File: src/rtl/song_player_pkg.sv
// Shared types and constants for the song playback engine.
// The package is named gv_pkg so other game blocks can share the same state
// and width definitions.
package gv_pkg;

    typedef enum logic [1:0] {
        IDLE  = 2'd0,
        PLAY  = 2'd1,
        PAUSE = 2'd2,
        DONE  = 2'd3
    } player_state_t;

    localparam logic [2:0] PLAY_MODE_DEF = 3'd3;
    localparam int         SONG_LEN      = 32;
    localparam int         POS_W         = 5;

    // Playback walks from the top bit of a lane down to bit 0.
    localparam logic [POS_W-1:0] FIRST_POS = POS_W'(SONG_LEN - 1);
    localparam logic [POS_W-1:0] LAST_POS  = '0;

    // Note bit of a lane pattern at a given playback position.
    function automatic logic note_at(input logic [SONG_LEN-1:0] pattern,
                                     input logic [POS_W-1:0]    pos);
        return pattern[pos];
    endfunction

endpackage

File: src/rtl/song_player_beat_timer.sv
// Beat prescaler: counts enabled cycles and raises tick on the last cycle of
// each BEAT_DIV-cycle beat. clr has priority over en, so a restart or abort
// always begins a fresh beat. Holding en low freezes the count (pause).
module beat_timer #(
    parameter int BEAT_DIV = 2500000
) (
    input  logic clk,
    input  logic rst,
    input  logic en,
    input  logic clr,
    output logic tick
);

    localparam int CW = (BEAT_DIV > 1) ? $clog2(BEAT_DIV) : 1;
    localparam logic [CW-1:0] LAST_COUNT = CW'(BEAT_DIV - 1);

    logic [CW-1:0] count_reg;

    assign tick = en && (count_reg == LAST_COUNT);

    // Beat counter: wraps to zero on the tick cycle, holds while disabled.
    always_ff @(posedge clk or posedge rst) begin
        if (rst) begin
            count_reg <= '0;
        end else if (clr) begin
            count_reg <= '0;
        end else if (en) begin
            if (count_reg == LAST_COUNT) begin
                count_reg <= '0;
            end else begin
                count_reg <= count_reg + 1'b1;
            end
        end
    end

endmodule

File: src/rtl/song_player.sv
// Song playback engine: snapshots two 32-bit note lanes on start and steps
// through bit 31 down to 0, one position per BEAT_DIV cycles.
// Optional build macro SONG_PLAYER_LOOP_EN: the song wraps from position 0
// back to 31 and keeps playing instead of finishing in DONE.
module song_player
    import gv_pkg::*;
#(
    parameter int         BEAT_DIV  = 2500000,
    parameter logic [2:0] PLAY_MODE = PLAY_MODE_DEF
) (
    input  logic        clk,
    input  logic        rst,
    input  logic [2:0]  mode,
    input  logic        start,
    input  logic        pause,
    input  logic [31:0] song1,
    input  logic [31:0] song2,
    output logic        lane1,
    output logic        lane2,
    output logic [4:0]  position,
    output logic        beat_pulse,
    output logic        playing,
    output logic        paused,
    output logic        done
);

    player_state_t        state_reg, state_next;
    logic [POS_W-1:0]     pos_reg, pos_next;
    logic [SONG_LEN-1:0]  snap1_reg, snap2_reg;
    logic                 pulse_reg, pulse_next;
    logic                 snap_load;

    logic                 mode_ok;
    logic                 timer_en;
    logic                 timer_clr;
    logic                 tick;

    assign mode_ok = (mode == PLAY_MODE);

    // The timer only runs on cycles where playback genuinely continues; a
    // pause, restart or mode abort in the same cycle freezes or clears it.
    assign timer_en  = (state_reg == PLAY) && mode_ok && !start && !pause;
    assign timer_clr = !mode_ok || start;

    beat_timer #(
        .BEAT_DIV (BEAT_DIV)
    ) u_beat_timer (
        .clk  (clk),
        .rst  (rst),
        .en   (timer_en),
        .clr  (timer_clr),
        .tick (tick)
    );

    // State register.
    always_ff @(posedge clk or posedge rst) begin
        if (rst) begin
            state_reg <= IDLE;
        end else begin
            state_reg <= state_next;
        end
    end

    // Next-state logic: mode gate first, then start (restart wins over pause),
    // then per-state behaviour.
    always_comb begin
        state_next = state_reg;
        pos_next   = pos_reg;
        pulse_next = 1'b0;
        snap_load  = 1'b0;

        if (!mode_ok) begin
            state_next = IDLE;
            pos_next   = FIRST_POS;
        end else if (start) begin
            state_next = PLAY;
            pos_next   = FIRST_POS;
            snap_load  = 1'b1;
        end else begin
            case (state_reg)
                PLAY: begin
                    if (pause) begin
                        state_next = PAUSE;
                    end else if (tick) begin
                        pulse_next = 1'b1;
                        if (pos_reg != LAST_POS) begin
                            pos_next = pos_reg - 1'b1;
                        end else begin
`ifdef SONG_PLAYER_LOOP_EN
                            pos_next = FIRST_POS;
`else
                            state_next = DONE;
`endif
                        end
                    end
                end
                PAUSE: begin
                    if (pause) begin
                        state_next = PLAY;
                    end
                end
                DONE: begin
                    pos_next = LAST_POS;
                end
                default: begin
                    state_next = state_reg;
                end
            endcase
        end
    end

    // Datapath registers: position, lane snapshots and the beat strobe.
    always_ff @(posedge clk or posedge rst) begin
        if (rst) begin
            pos_reg   <= FIRST_POS;
            snap1_reg <= '0;
            snap2_reg <= '0;
            pulse_reg <= 1'b0;
        end else begin
            pos_reg   <= pos_next;
            pulse_reg <= pulse_next;
            if (snap_load) begin
                snap1_reg <= song1;
                snap2_reg <= song2;
            end
        end
    end

    assign position   = pos_reg;
    assign beat_pulse = pulse_reg;
    assign playing    = (state_reg == PLAY);
    assign paused     = (state_reg == PAUSE);
    assign done       = (state_reg == DONE);

    // Lanes are only live while a song is loaded and in progress.
    assign lane1 = (state_reg == PLAY || state_reg == PAUSE) ? note_at(snap1_reg, pos_reg) : 1'b0;
    assign lane2 = (state_reg == PLAY || state_reg == PAUSE) ? note_at(snap2_reg, pos_reg) : 1'b0;

endmodule

File: config.mk
export PLATFORM = sky130hd
export DESIGN_NAME = song_player
export DESIGN_NICKNAME = d
export VERILOG_FILES = /design/src/rtl/song_player_pkg.sv /design/src/rtl/song_player_beat_timer.sv /design/src/rtl/song_player.sv
export SDC_FILE = /design/constraint.sdc
export NUM_CORES = 1
export LEC_CHECK = 0
export ABC_AREA = 1
export ABC_CLOCK_PERIOD_IN_PS = 4040
export BUFFER_PORTS_ARGS = -buffer_cell sky130_fd_sc_hd__buf_2
export CORE_ASPECT_RATIO = 1.4
export CORE_UTILIZATION = 55
export CTS_BUF_LIST = sky130_fd_sc_hd__clkbuf_2 sky130_fd_sc_hd__clkbuf_4 sky130_fd_sc_hd__clkbuf_8
export CTS_CLUSTER_DIAMETER = 100
export DETAILED_ROUTE_END_ITERATION = 7
export PLACE_DENSITY = 0.78
export SYNTH_ARGS = -nofsm -noshare
export SYNTH_HDL_FRONTEND = slang
export SYNTH_HIERARCHICAL = 1
export SYNTH_SLANG_ARGS = --single-unit
File: constraint.sdc
create_clock -name clk -period 4.04 [get_ports clk]
set_clock_uncertainty 0.15 [all_clocks]
set_input_delay 0.808 -clock clk [delete_from_list [all_inputs] [get_ports clk]]
set_output_delay 0.808 -clock clk [all_outputs]
set_load 0.01 [all_outputs]
# Yosys cells after proc, flatten, opt, wreduce, memory -nomap -nowiden
# Index checks and enable logic that the tools add are counted.
# totals
input_bits	71
word_cells	64
register_bits	94
# classes
addsub	2
n_eq_ne	13
order_cmp	1
reduce_logical	13
n_mux	29
# op_table
operator	count
2-to-1 mux 22 bit	3
2-to-1 mux 5 bit	5
adder 22 x 1 -> 22 bit (second input constant)	1
equality test 22 bit (second input constant)	1
inequality test 4 bit (second input constant)	4
2-to-1 mux 2 bit	6
2-to-1 mux 1 bit	11
binary-select mux 1 bit (select 5 bit)	2
case mux 5 bit (2 select lines)	1
inequality test 4 x 3 -> 1 bit (second input constant)	2
AND reduction 4 bit	2
less-than comparator 5 x 6 -> 1 bit (second input constant)	1
inequality test 5 x 4 -> 1 bit (second input constant)	1
inequality test 5 bit (second input constant)	1
nonzero test 5 bit	1
subtractor 5 x 1 -> 5 bit (second input constant)	1
equality test 2 bit (second input constant)	2
logical AND 1 bit	4
case mux 2 bit (2 select lines)	1
equality test 3 x 2 -> 1 bit (second input constant)	1
zero test 1 bit	3
equality test 2 x 1 -> 1 bit (second input constant)	1
logical OR 1 bit	2
nonzero test 2 bit	1

# Logic depth before layout (Yosys ltp)
# depth
ltp_word	10
ltp_mapped	12

# Cells and area by module
# Netlist, hierarchy kept.
# modules_own_cells
mod	area_per_inst_um2	cells_per_inst	seq_area_each_um2	instances
song_player	3663.5	459	1808.0	1
beat_timer	1529.0	208	550.5	1

# Worst setup path after synthesis
# No wires, ideal clock.
# synth_path
path_kind	register to output
startpoint	reg pos_reg[0] (netlist: position[0])
endpoint	out lane1
arrival_time_ns	1.351
required_ns	3.082
stages_incl_launch_ff	9
slack_ns	1.731
path_cell_list	dfstp_2 > buf_6 > buf_2 > o211ai_1 > nand3_1 > nand3_1 > nand2_1 > nor2_1 > nor2_1
# synth_between
elab_chain_len	3
# synth_rtl
element	line	text
start: declaration	song_player.sv:28	logic [POS_W-1:0] pos_reg, pos_next;
start signal: assignment	song_player.sv:120	pos_reg <= pos_next;
binary-select mux 1 bit (select 5 bit)	song_player_pkg.sv:24	return pattern[pos];
2-to-1 mux 1 bit (implied by the code)	song_player_pkg.sv:24	
2-to-1 mux 1 bit	song_player.sv:136	assign lane1 = (state_reg == PLAY || state_reg == PAUSE) ? note_at(snap1_reg, pos_reg) : 1'b0;
end: declaration	song_player.sv:18	output logic lane1,
# Every way passes these cells. The select of a mux whose other input is x is not followed.

# Worst setup path in the final report
# Same ends and word-level chain as after synthesis.

==> results.json <==
{
  "dr_wl_met3_um": 613,
  "rsz0062_at_grt": "false",
  "antenna_left": 0,
  "netlist_top_cells_area": "dfrtp_1 43%, nand2_1 10%, nor2_1 7.2%",
  "tightest_slew_ns": 1.044,
  "clk_latency_ns": 0.38,
  "yosys_warnings": 6,
  "layout_commonest_cell": "nand2_1",
  "syn_inst": 667,
  "met2_length_um": 6400,
  "setup.worst_path.end_class": "output pin",
  "nFillCells": 801,
  "power.leakage_nw": 3.005,
  "drc": 16,
  "fin_cells": 848,
  "die_w_um": 84.12,
  "start_util_pct": 57.19,
  "cap_violations": 0,
  "avgSynthCellArea_um2": 7.785,
  "cts_buffers": 9,
  "port_buffers": 81,
  "syn_area_mm2": 0.005192,
  "cp_slowest_cell": "dfstp_2",
  "powerDensity_mw_per_mm2": 377.6,
  "dp_cells": 832,
  "fmaxAchievable_mhz": 293.7,
  "wl_met1_um": 4656,
  "fin_nets": 812,
  "grt_pass1_wl_um": 19710,
  "mostFrequentLayoutCells": "138 x nand2_1, 99 x nor2_1, 89 x dfrtp_1, 83 x inv_1, 81 x buf_2",
  "synth_cell_types": 39,
  "path_cells": "inv_1 -> nand2_1 -> nand3_1 -> nand3_1 -> nand3_1 -> nand3_1 -> nand2_1 -> nor2_1 -> buf_2",
  "finalSetupTns_ns": 0,
  "status": "finished with violations",
  "max_stage_delay_ns": 0.80,
  "path_class": "reg2out",
  "hold_buffers": 0,
  "cts_setup_buffers": 0,
  "synthesis.nets": 743,
  "min_from": "snap1_reg[8]",
  "highest_layer": "met4",
  "worstPathArrival_ns": 2.45,
  "drtIter0Drc": 246,
  "min_path_type": "reg2reg",
  "r2r_slack_ns": 1.49,
  "crit_path_max_fanout": 24,
  "synth_top_area_share_pct": 42.89,
  "path_clk_slew_ns": 0.09,
  "critical-path-top-delay-family": "flip-flops",
  "fin_crit_sh_pct": 84.28,
  "cts_tree": "done",
  "dr.pass1.iters": 7,
  "cts-htree-levels": 3,
  "antenna_found_initial": 0,
  "num_rows": 41,
  "gr-total-overflow": 0,
  "track_usage_pct": 25.92,
  "routed_wl_um": 12050,
  "post_cts_resized": 0,
  "vdd_drop_max_mv": 0.1761,
  "seq_area_frac_synth_pct": 45.42,
  "start_kind": "flip-flop",
  "area_delta_synth_final_pct": 12.51,
  "setup_viol": 0,
  "timing.critical_path.buf_inv": 2,
  "dieArea_mm2": 0.009839,
  "clk_path_buf_depth": 2,
  "yosys.area.top_type": "dfrtp_1",
  "ys_ff_latch": 94,
  "antenna_cells": 0,
  "die_h_um": 117.0,
  "report.final.slew_viol_count": 0,
  "grt_pass1_vias": 4281,
  "drive_gt1_share_pct": 22.27,
  "max-slew-margin-rel_pct": 30.31,
  "clock_sinks": 94,
  "root_buffer": "clkbuf_8",
  "hold_viol_final": 0,
  "crit_required_ns": 3.08,
  "core_mm2": 0.009080,
  "failed_checks": "DRC",
  "reg2reg_from": "position[0]",
  "startpoint": "position[0]",
  "total_power_mw": 2.206,
  "grt_max_degree": 103,
  "cpMostUsedCell": "nand3_1",
  "final_core_util_pct": 64.34,
  "period_needed_ns": 3.405,
  "gp_congestion": 0.9386,
  "ioPinCount": 82,
  "vias": 4512,
  "vias_per_cell": 5.321,
  "post-dp-hpwl_um": 8938,
  "routedWlPerCell_um": 14.21
}
[power breakdown]
| part | switching, mW | internal (mW) | leakage, nW | total [mW] |
|---|---|---|---|---|
| logic | 0.201 | 0.137 | 1.78 | 0.337 |
| registers | 0.0456 | 1.07 | 1.10 | 1.11 |
| clock network | 0.339 | 0.418 | 0.124 | 0.757 |
[cells in the mapped netlist (all sizes together)]
master / count
nand3b: 5
buf: 26
nand2: 148
a21oi: 55
mux2: 13
nor2: 117
a211oi: 1
nor4: 1
clkbuf: 2
nand3: 68
dfstp: 5
a31oi: 1
nand4: 9
xnor2: 3
nor3: 3
o21ai: 11
xor2: 5
and2: 1
o31ai: 1
dfrtp: 89
inv: 88
o211ai: 5
ha: 5
or2: 5
[per-layer routing]
metal  global-route usage, %  up-vias
li1                        -     2233
met1                   28.55     2120
met2                   48.91      129
met3                   3.997       30
met4                   12.87        0
met5                       0        -
[metrics by stage]
stage          hold WS [ns]  cell area (um^2)  setup slack (ns)
2_1_floorplan        0.3206              5192             1.265
3_3_place_gp         0.3313              5602             1.164
3_5_place_dp         0.3352              5602             1.099
4_1_cts              0.3549              5842            0.6766
5_1_grt              0.3721              5842            0.3917
6_report             0.3592              5842            0.6353
[logic make-up (layout without fill, tap and decap cells)]
logic type | after synthesis | after routing | synth area share (%)
AOI/OAI and AO/OA | 74 | 74 | 7.711
xor gates and xnor gates | 8 | 8 | 1.349
DFF | 94 | 94 | 45.42
buffers and inverters | 116 | 190 | 9.687
muxes | 13 | 13 | 2.819
and+or+nand+nor | 357 | 357 | 31.81
adders and majority gates | 5 | 5 | 1.205
[final cells by class]
class	instances	area (um^2)	share of cell area (%)
sequential	94	2359	40.37
inverter	88	330.3	5.654
timing repair buffer	86	442.9	7.582
clock inverter	6	108.9	1.863
multi-input combinational	457	2336	39.99
tap	107	133.9	2.292
clock buffer	10	131.4	2.249
[worst paths after layout]
kind | to | depth (start not counted)
setup reg to reg | position[4] | 10
max in group asynchronous | snap2_reg[15] | 3
setup / recovery | lane1 | 9
hold / removal | snap1_reg[8] | 1
min in group asynchronous | u_beat_timer/count_reg[3] | 2
hold reg to reg | snap1_reg[8] | 1
No activity file was read; power rests on OpenSTA's default activity.
